--- src/rtl/lane_cond_pkg.sv ---
// Shared lane mode codes, config FSM encoding and reset-mode helper for bit_lane_conditioner.
package lane_cond_pkg;

    localparam logic [1:0] MODE_PASS = 2'b00;
    localparam logic [1:0] MODE_INV  = 2'b01;
    localparam logic [1:0] MODE_HOLD = 2'b10;
    localparam logic [1:0] MODE_TOG  = 2'b11;

    typedef enum logic {
        ST_IDLE  = 1'b0,
        ST_SHIFT = 1'b1
    } cfg_state_e;

    // Low half of the lanes invert, high half pass; wide enough for WIDTH up to 8.
    function automatic logic [15:0] default_reset_mode(input int unsigned width);
        logic [15:0] m;
        m = '0;
        for (int unsigned i = 0; i < width / 2; i++) begin
            m[2*i +: 2] = MODE_INV;
        end
        return m;
    endfunction

endpackage

--- src/rtl/lane_cell.sv ---
// One registered data lane: pass, invert, hold or toggle-on-rising-edge of i_d.
module lane_cell
    import lane_cond_pkg::*;
(
    input  logic       i_clk,
    input  logic       i_rst,
    input  logic [1:0] i_mode,
    input  logic       i_d,
    output logic       o_q
);

    logic r_q;
    logic r_d_prev;

    always_ff @(posedge i_clk or posedge i_rst) begin
        if (i_rst) begin
            r_q      <= 1'b0;
            r_d_prev <= 1'b0;
        end else begin
            // Edge history tracks the input in every mode so TOGGLE starts clean.
            r_d_prev <= i_d;
            case (i_mode)
                MODE_PASS: r_q <= i_d;
                MODE_INV:  r_q <= ~i_d;
                MODE_TOG:  r_q <= r_q ^ (i_d & ~r_d_prev);
                default:   r_q <= r_q;
            endcase
        end
    end

    assign o_q = r_q;

endmodule

--- src/rtl/bit_lane_conditioner.sv ---
// WIDTH registered lanes with per-lane modes loaded MSB-first over a 2-pin serial config port.
module bit_lane_conditioner
    import lane_cond_pkg::*;
#(
    parameter int unsigned           WIDTH      = 4,
    parameter logic [2*WIDTH-1:0]    RESET_MODE = (2*WIDTH)'(default_reset_mode(WIDTH))
) (
    input  logic             i_clk,
    input  logic             i_rst,
    input  logic [WIDTH-1:0] i_data_in,
    input  logic             i_cfg_en,
    input  logic             i_cfg_sdi,
    output logic [WIDTH-1:0] o_data_out,
    output logic             o_cfg_busy,
    output logic             o_cfg_done,
    output logic             o_cfg_err
);

    localparam int unsigned   SHIFT_W   = 2 * WIDTH;
    localparam int unsigned   CNT_W     = $clog2(SHIFT_W + 2);
    localparam logic [CNT_W-1:0] FRAME_LEN = CNT_W'(SHIFT_W);
    localparam logic [CNT_W-1:0] CNT_MAX   = CNT_W'(SHIFT_W + 1);

    cfg_state_e          r_state;
    logic [SHIFT_W-1:0]  r_shift;
    logic [CNT_W-1:0]    r_cnt;
    logic [SHIFT_W-1:0]  r_mode;
    logic                r_busy;
    logic                r_done;
    logic                r_err;

    always_ff @(posedge i_clk or posedge i_rst) begin
        if (i_rst) begin
            r_state <= ST_IDLE;
            r_shift <= '0;
            r_cnt   <= '0;
            r_mode  <= RESET_MODE;
            r_busy  <= 1'b0;
            r_done  <= 1'b0;
            r_err   <= 1'b0;
        end else begin
            r_done <= 1'b0;
            case (r_state)
                ST_IDLE: begin
                    if (i_cfg_en) begin
                        r_state <= ST_SHIFT;
                        r_shift <= {{(SHIFT_W-1){1'b0}}, i_cfg_sdi};
                        r_cnt   <= CNT_W'(1);
                        r_busy  <= 1'b1;
                    end
                end
                ST_SHIFT: begin
                    if (i_cfg_en) begin
                        r_shift <= {r_shift[SHIFT_W-2:0], i_cfg_sdi};
                        // Saturate one past a full frame so overlong frames stay rejected.
                        if (r_cnt != CNT_MAX) begin
                            r_cnt <= r_cnt + CNT_W'(1);
                        end
                    end else begin
                        r_state <= ST_IDLE;
                        r_busy  <= 1'b0;
                        r_shift <= '0;
                        r_cnt   <= '0;
                        if (r_cnt == FRAME_LEN) begin
                            r_mode <= r_shift;
                            r_done <= 1'b1;
                            r_err  <= 1'b0;
                        end else begin
                            r_err  <= 1'b1;
                        end
                    end
                end
                default: r_state <= ST_IDLE;
            endcase
        end
    end

    for (genvar g = 0; g < WIDTH; g++) begin : g_lane
        lane_cell u_lane (
            .i_clk  (i_clk),
            .i_rst  (i_rst),
            .i_mode (r_mode[2*g +: 2]),
            .i_d    (i_data_in[g]),
            .o_q    (o_data_out[g])
        );
    end

    assign o_cfg_busy = r_busy;
    assign o_cfg_done = r_done;
    assign o_cfg_err  = r_err;

endmodule

--- config.mk ---
export PLATFORM = sky130hd
export DESIGN_NAME = bit_lane_conditioner
export DESIGN_NICKNAME = d
export VERILOG_FILES = /design/src/rtl/lane_cond_pkg.sv /design/src/rtl/lane_cell.sv /design/src/rtl/bit_lane_conditioner.sv
export SDC_FILE = /design/constraint.sdc
export NUM_CORES = 1
export LEC_CHECK = 0
export ABC_AREA = 1
export CAP_MARGIN = 20
export CORE_MARGIN = 2
export CORE_UTILIZATION = 60
export DETAILED_ROUTE_END_ITERATION = 12
export PLACE_DENSITY = 0.83
export SLEW_MARGIN = 10
export SYNTH_ARGS = -nofsm -noshare
export SYNTH_HDL_FRONTEND = slang
export SYNTH_HIERARCHICAL = 1
export SYNTH_SLANG_ARGS = --single-unit
--- constraint.sdc ---
create_clock -name i_clk -period 2.64 [get_ports i_clk]
set_clock_uncertainty 0.15 [all_clocks]
set_input_delay 0.264 -clock i_clk [delete_from_list [all_inputs] [get_ports i_clk]]
set_output_delay 0.264 -clock i_clk [all_outputs]
set_load 0.005 [all_outputs]
Yosys cells after proc, flatten, opt, wreduce, memory -nomap -nowiden
Index checks and enable logic that the tools add are counted.
Widths: inputs -> output; s select.
- flip-flop bits (word level): 32
- bits of input ports: 8
- output and inout port bits: 7
- word-level logic and storage cells: 78
- $add $sub $neg: 1
- equal/unequal tests: 13
- muxes and demuxes: 19
- bitwise gates (word level): 18
- reductions and logical operators: 12
- operators with widths (operator ; number):
    $mux 8 ; 2
    $pmux 8 s2 ; 1
    $mux 4 ; 3
    $pmux 1 s3 ; 4
    $reduce_bool 3->1 ; 4
    $not 1->1 ; 10
    $eq 2x1->1 const B ; 4
    $eq 2x2->1 const B ; 4
    $logic_not 2->1 ; 4
    $pmux 4 s2 ; 1
    $mux 1 ; 7
    $reduce_and 2->1 ; 3
    $add 4x1->4 const B ; 1
    $and 1x1->1 ; 4
    $eq 4x4->1 const B ; 1
    $ne 2x2->1 const B ; 2
    $ne 4x4->1 const B ; 1
    $xor 1x1->1 ; 4
    $ne 3x2->1 const B ; 1
    $reduce_and 3->1 ; 1
    $pmux 1 s2 ; 1

Longest topological paths before layout
Gate-level depths: netlist of the first run.
- word-level depth: 4
- mapped depth: 8
- mapped depth without buffers: 8

By module
Netlist of the first run, hierarchy kept.
- by module, submodules not included (module ; times used ; cells each ; area an instance (sq um) ; seq. area each (sq um)):
    bit_lane_conditioner ; 1 ; 112 ; 1098.6 ; 603.1
    lane_cell ; 4 ; 19 ; 116.4 ; 50.0

Worst setup path before layout of the first run
Ideal clock, no wire load.
- path type: reg-to-reg
- from: register r_state
- to: register r_cnt[3]
- arrival time: 1.140 ns
- slack: 1.284 ns
- cell stages (with the launch flop): 7
- buffers on the path: 1
- clock period less this slack: 1.356 ns
- path through: dfrtp_1 inv_1 ha_1 inv_2 buf_2 nand4_1 nand2_1
- word-level cells in the longest chain between the ends: 3
- elaborated cells between the ends (all ways): 5
- those cells by class: eq/ne: 2; mux: 1; bitwise: 1; reduce/logical: 1
- ends and longest elaborated chain (element ; RTL line ; text):
    start, declared ; bit_lane_conditioner.sv:24 ; cfg_state_e r_state;
    start signal, assigned ; bit_lane_conditioner.sv:34 ; r_state <= ST_IDLE;
    start signal, assigned ; bit_lane_conditioner.sv:46 ; r_state <= ST_SHIFT;
    start signal, assigned ; bit_lane_conditioner.sv:60 ; r_state <= ST_IDLE;
    $not 1->1 ; - ;
    $ne 2x2->1 (no source line) ; - ;
    $reduce_and 2->1 (no source line) ; - ;
    end signal, assigned ; bit_lane_conditioner.sv:57 ; r_cnt <= r_cnt + CNT_W'(1);
    end, declared ; bit_lane_conditioner.sv:26 ; logic [CNT_W-1:0] r_cnt;
Several ways; a longest one is shown, not always the timed one.
A chain may end at the register's enable or synchronous reset.

Worst setup path in the final report of the first run
- from: input port i_cfg_en
- to: register r_cnt[0]
- word-level cells in the longest chain between the ends: 2
- elaborated cells between the ends (all ways): 5
- those cells by class: eq/ne: 2; mux: 2; reduce/logical: 1
- ends and longest elaborated chain (element ; RTL line ; text):
    start, declared ; bit_lane_conditioner.sv:11 ; input logic i_cfg_en,
    $mux 4, or another cell as far along ; bit_lane_conditioner.sv:53 ; if (i_cfg_en) begin
    $pmux 4 s2 / $reduce_and 2->1 (equally long branches) ; - ;
Several ways; a longest one is shown, not always the timed one.

==> flow_metrics.tcl, run 1 <==
set metrics [dict create \
    outcome "complete, no violations" \
    detail_route.wl_per_cell_um 12.3 \
    crit_required_ps 2700 \
    start_util 0.631 \
    grt_pass1_wl_um 4730 \
    synthesis.area_um2 1560 \
    synth.area.mux_share 0 \
    finalCritPeriodShare 0.650 \
    ant_nets 0 \
    postCtsHoldBufs 0 \
    io_pins 15 \
    drt_iter0_drc 47 \
    maxCapViolCount 0 \
    cts_root_buf "clkbuf_4" \
    h-tree-depth 2 \
    preCtsSetupSlack_ps 598 \
    maxSlewHeadroom 0.815 \
    drv_slew 0 \
    first_pass_iters 4 \
    async_flop_share 1.00 \
    critPathMaxFanout 19 \
    post_cts_resized 0 \
    antenna_cells 0 \
    finalNetCount 222 \
    synth_top_family_by_area "simple AND/OR/NAND/NOR gates" \
    final_layout_size_suffix_gt1_frac 0.0957 \
    setup_viol 0 \
    drc 0 \
    cts_tree "done" \
    yosys_most_used_dff "dfrtp_1" \
    row_count 18 \
    avgViaCountPerCell 5.23 \
    finalWeightedCongestion 0.788 \
    reg2reg_slack_ps 1030 \
    worst_slack_ps 923 \
    synthAdderAreaFrac 0.0480 \
    track_usage 0.230 \
    hold_violations 0 \
    synthToLayoutAreaGrowth_pct 14.6 \
    max_freq_mhz 582 \
    antenna_found_initial 0 \
    yosys_warnings 6 \
    power_density_nw_per_um2 499 \
    hold_path_class "in -> async" \
    synth_top_cell_by_area "dfrtp_1" \
    wl_um 2950 \
    grt.met1_usage 0.235 \
    leakage_nw 0.864 \
    syn_avg_cell_area_um2 8.32 \
    grt-busiest-layer "met2" \
    min_period_ps 1720 \
    synthSimpleGateAreaFrac 0.216 \
    synth_compound_area_frac 0.109 \
    core_um2 2480 \
    cp-start-kind "primary input" \
    synth_fp_nets 202 \
    clock_latency_ps 320 \
    synth-seq-area-share 0.514 \
    use_met3 0.0645 \
    cts.sinks 32 \
    peakVddDrop_uv 504 \
    endpoint_kind "flop" \
    synth_top_area_share 0.480 \
    die-area_um2 3030 \
    synth_area_leaders "dfrtp_1, inv_1, nand2_1" \
    worst-setup-path-type "in -> reg" \
    ys_types 19 \
    grt_max_degree 23 \
    ys_ff_latch 32 \
    synth_edf_count 0 \
    grt_pass1_vias 1193 \
    hpwl_um 2220 \
    cts.reportedPaths.clkPinSlew_ps 90 \
    worst_slew_pin_slew_ps 278 \
    clockBufferDepth 2 \
    postCtsSetupRepairBufs 0 \
    die_y_um 55.1 \
    portBuffers 14 \
    fin_setup_tns_ps 0 \
    synth_xor_area_frac 0 \
    overflow 0 \
    die_width_um 55.1 \
    cts-buffers-inserted 5 \
    rsz0062_at_grt "no" \
    vias 1251 \
    worstPathArrival_ps 1780 \
    grt_util_met2 0.425 \
    synth_cells 188 \
]
[routing by layer]
layer,up-vias,share of wire
li1,614,-
met4,0,0.0098
met3,4,0.044
met5,-,0
met1,601,0.42
met2,32,0.53
[critical path: stages]
cell	delay (ps)
clkdlybuf4s50_1	610
inv_1	120
ha_1	250
inv_2	220
nand2_1	150
nand2_1	80
o21ai_0	80
[cells in the final DEF (no fill, tap or decap), drive strengths merged]
| master | Yosys | layout |
|---|---|---|
| inv | 42 | 42 |
| nand2 | 40 | 40 |
| dfrtp | 30 | 30 |
| o21ai | 23 | 23 |
| nor2 | 20 | 20 |
| nand3 | 16 | 16 |
| clkdlybuf4s50 | 0 | 14 |
| clkbuf | 0 | 8 |
| ha | 6 | 6 |
| a21oi | 2 | 2 |
| nand4 | 2 | 2 |
| dfstp | 2 | 2 |
| clkinv | 1 | 1 |
| o211ai | 1 | 1 |
| o21a | 1 | 1 |
| buf | 2 | 1 |
[Yosys cell counts, types with 2 or more instances]
cell	number
ha_1	6
inv_1	41
nand2_1	40
nand3_1	15
nand4_1	2
dfrtp_1	30
a21oi_1	2
o21ai_2	8
o21ai_0	15
nor2_1	19
dfstp_2	2
[cell families (layout without fill, tap and decap cells)]
kind of cell	Yosys count	after routing
DFF	32	32
AOI/OAI and AO/OA	27	27
adders and majority gates	6	6
buffers and inverters	45	66
and+or+nand+nor	78	78
[cell type report]
| class | instances | area [um^2] |
|---|---|---|
| clock buffer | 8 | 58.8 |
| inverter | 43 | 161 |
| sequential | 32 | 803 |
| timing repair buffer | 15 | 148 |
| tap | 30 | 37.5 |
| fill | 198 | 686 |
| multi-input combinational | 111 | 583 |
[sequential cells by signal (all words and copies together), names as in the netlist]
register                count
r_mode                      8
r_shift                     8
g_lane.u_lane/o_q           4
g_lane.u_lane/r_d_prev      4
r_cnt                       4
o_cfg_busy                  1
o_cfg_done                  1
o_cfg_err                   1
r_state                     1
[worst paths after layout]
check	cells after the start	startpoint	end
max reg2reg	6	r_state	r_cnt[0]
max in group asynchronous	3	i_rst	r_mode[0]
min in group i_clk	1	i_data_in[0]	g_lane[0].u_lane/r_d_prev
max	7	i_cfg_en	r_cnt[0]
min	2	i_rst	g_lane[1].u_lane/r_d_prev
min reg2reg	2	r_mode[0]	r_mode[0]
[per-stage QoR]
stage | hold WS, ps | util | total power [mW] | cell area [um^2] | cells
floorplan | -145 | - | 0.572 | 1560 | 188
global placement | 318 | 0.699 | 0.606 | 1730 | 231
detailed placement | 321 | 0.699 | 0.612 | 1730 | 231
CTS | 84.6 | 0.723 | 0.902 | 1790 | 239
global route | 78.5 | 0.723 | 0.942 | 1790 | 239
finish | 90.3 | 0.723 | 0.894 | 1790 | 239
[power by group]
part | internal (mW) | switching (mW) | leakage, nW
logic | 0.0356 | 0.0482 | 0.426
registers | 0.505 | 0.0132 | 0.406
clock network | 0.131 | 0.161 | 0.0326
Power figures use the tool's default switching activity.
==> run 2: changes to the inputs <==
CORE_UTILIZATION = 56   (was 60)
PLACE_DENSITY = 0.78   (was 0.83)
clock period = 1.6 ns   (was 2.64 ns; I/O delays follow)
==> flow_metrics.tcl, run 2 (synthesis results as in run 1) <==
set metrics [dict create \
    outcome "complete, no violations" \
    drv_slew 0 \
    row_count 19 \
    final_cell_mix "inv_1, nand2_1, dfrtp_1" \
    die_y_um 56.8 \
    drt_iter0_drc 43 \
    critical_path.max_stage_delay_ps 510 \
    crit_family "buffers and inverters" \
    hp-start "i_data_in[1]" \
    setup_viol 0 \
    crit_chain "clkdlybuf4s50_1" \
    p_seq_frac 0.537 \
    rr_startpoint "r_state" \
    hold_path_class "in -> reg" \
    pwr-share-clk 0.369 \
    crit_required_ps 1290 \
    antenna_found_initial 0 \
    finalCritPeriodShare 0.960 \
    detail_route.wl_per_cell_um 10.7 \
    track_usage 0.191 \
    die-area_um2 3230 \
    h-tree-depth 2 \
    rsz0062_at_grt "no" \
    wl_um 2630 \
    cp.buffers_inverters 1 \
    cts_root_buf "clkbuf_4" \
    startpoint "g_lane[0].u_lane/o_q" \
    top_regs "r_mode (8), r_shift (8)" \
    max_freq_mhz 651 \
    hold_violations 0 \
    portBuffers 14 \
    ant_nets 0 \
    critPathMaxFanout 3 \
    drc 0 \
    power.internal_mw 1.23 \
    register_area_um2 803 \
    cp-start-kind "flop" \
    switchingPower_mw 0.360 \
    finalNetCount 228 \
    overflow 0 \
    power_density_nw_per_um2 851 \
    cts-buffers-inserted 5 \
    maxCapViolCount 0 \
    finalWeightedCongestion 0.743 \
    postLayoutCellArea_um2 1870 \
    grt_pass1_wl_um 4700 \
    first_pass_iters 4 \
    io_pins 15 \
    worst_slew_pin_slew_ps 288 \
    swShare 0.226 \
    maxSlewHeadroom 0.808 \
    synthToLayoutAreaGrowth_pct 19.6 \
    leakage_nw 0.908 \
    worstPathArrival_ps 1230 \
    grt_pass1_vias 1185 \
    postLayoutCoreUtil 0.690 \
    hpwl_um 2020 \
    die_width_um 56.8 \
    worst-setup-path-type "reg -> out" \
    min_period_ps 1540 \
    post_cts_resized 0 \
    clock_latency_ps 330 \
    endpoint_kind "output port" \
    cts.sinks 32 \
    dpl_cell_area_um2 1780 \
    avgViaCountPerCell 4.93 \
    cpMaxStageDelayCell "clkdlybuf4s50_1" \
    cts_tree "done" \
    peakVddDrop_uv 695 \
    core_um2 2710 \
    layout_commonest_cell "inv_1" \
    vias 1214 \
    antenna_cells 0 \
    hold_slack_ps 168 \
    final_layout_size_suffix_gt1_frac 0.121 \
    multi_input_area_um2 583 \
    start_util 0.577 \
    p_comb_frac 0.095 \
    fillers 220 \
    clockBufferDepth 2 \
    cts.reportedPaths.clkPinSlew_ps 100 \
    grt_max_degree 25 \
]
## run 2: changes by cell type in the layout (fill, tap and decap cells not counted)
cell	previous run	this run
buf_4	1	5
buf_12	0	1
bufinv_16	0	1
clkbuf_1	2	1
clkbuf_8	1	0
clkinv_2	0	1
dlygate4sd3_1	0	1
## run 2: worst paths after layout
path | to | cells after the start | slack, ps
worst max-delay path | o_data_out[0] | 1 | 60
worst min-delay path | g_lane[1].u_lane/r_d_prev | 1 | 170
worst max register to register | r_shift[6] | 6 | 100
worst min register to register | r_mode[2] | 2 | 340
max in group asynchronous | r_mode[0] | 4 | 290
min in group asynchronous | g_lane[1].u_lane/o_q | 3 | 530
## run 2: layout make-up
type	count	area share
Clock buffer	6	0.0221
Clock inverter	2	0.0187
Inverter	43	0.0863
Multi-Input combinational cell	111	0.312
Sequential cell	32	0.429
Tap cell	31	0.0207
Timing Repair Buffer	21	0.111
## run 2: what timing repair did
action                                  4_1_cts  5_1_grt
endpoints found under the setup margin        0        1
hold buffers                                  1        0
setup buffers                                 0        1
hold endpoints to repair                      8        0
## run 2: power by group through the flow
| stage | registers (mW) | clock network, mW | logic, mW |
|---|---|---|---|
| finish | 0.855 | 0.587 | 0.151 |
| global route | 0.859 | 0.641 | 0.173 |
| floorplan | 0.867 | 0 | 0.0768 |
| global placement | 0.869 | 0 | 0.143 |
| CTS | 0.855 | 0.606 | 0.152 |
| detailed placement | 0.871 | 0 | 0.149 |
## run 2: per-layer routing
layer	track usage	wire (um)	vias to the layer above
met3	0.0599	101	5
met4	0.0897	42	0
li1	-	-	629
met5	0	0	-
met2	0.334	1350	16
met1	0.209	1140	564
## run 2: through the flow
step	total power, mW	setup TNS, ps	instances	worst slack [ps]
after floorplan	0.943	0	188	244
after global placement	1.01	-2.31	236	-2.31
after detailed placement	1.02	-381	236	-81.8
after CTS	1.61	0	245	32.1
after global routing	1.67	0	246	6.92
final	1.59	0	246	64.1
## run 2: worst register-to-register path: stages, from the launching register on
cell and delay, ps:
dfrtp_1 470, inv_1 150, ha_1 220, inv_2 80, buf_12 140, nand3_1 70, o21ai_0 80
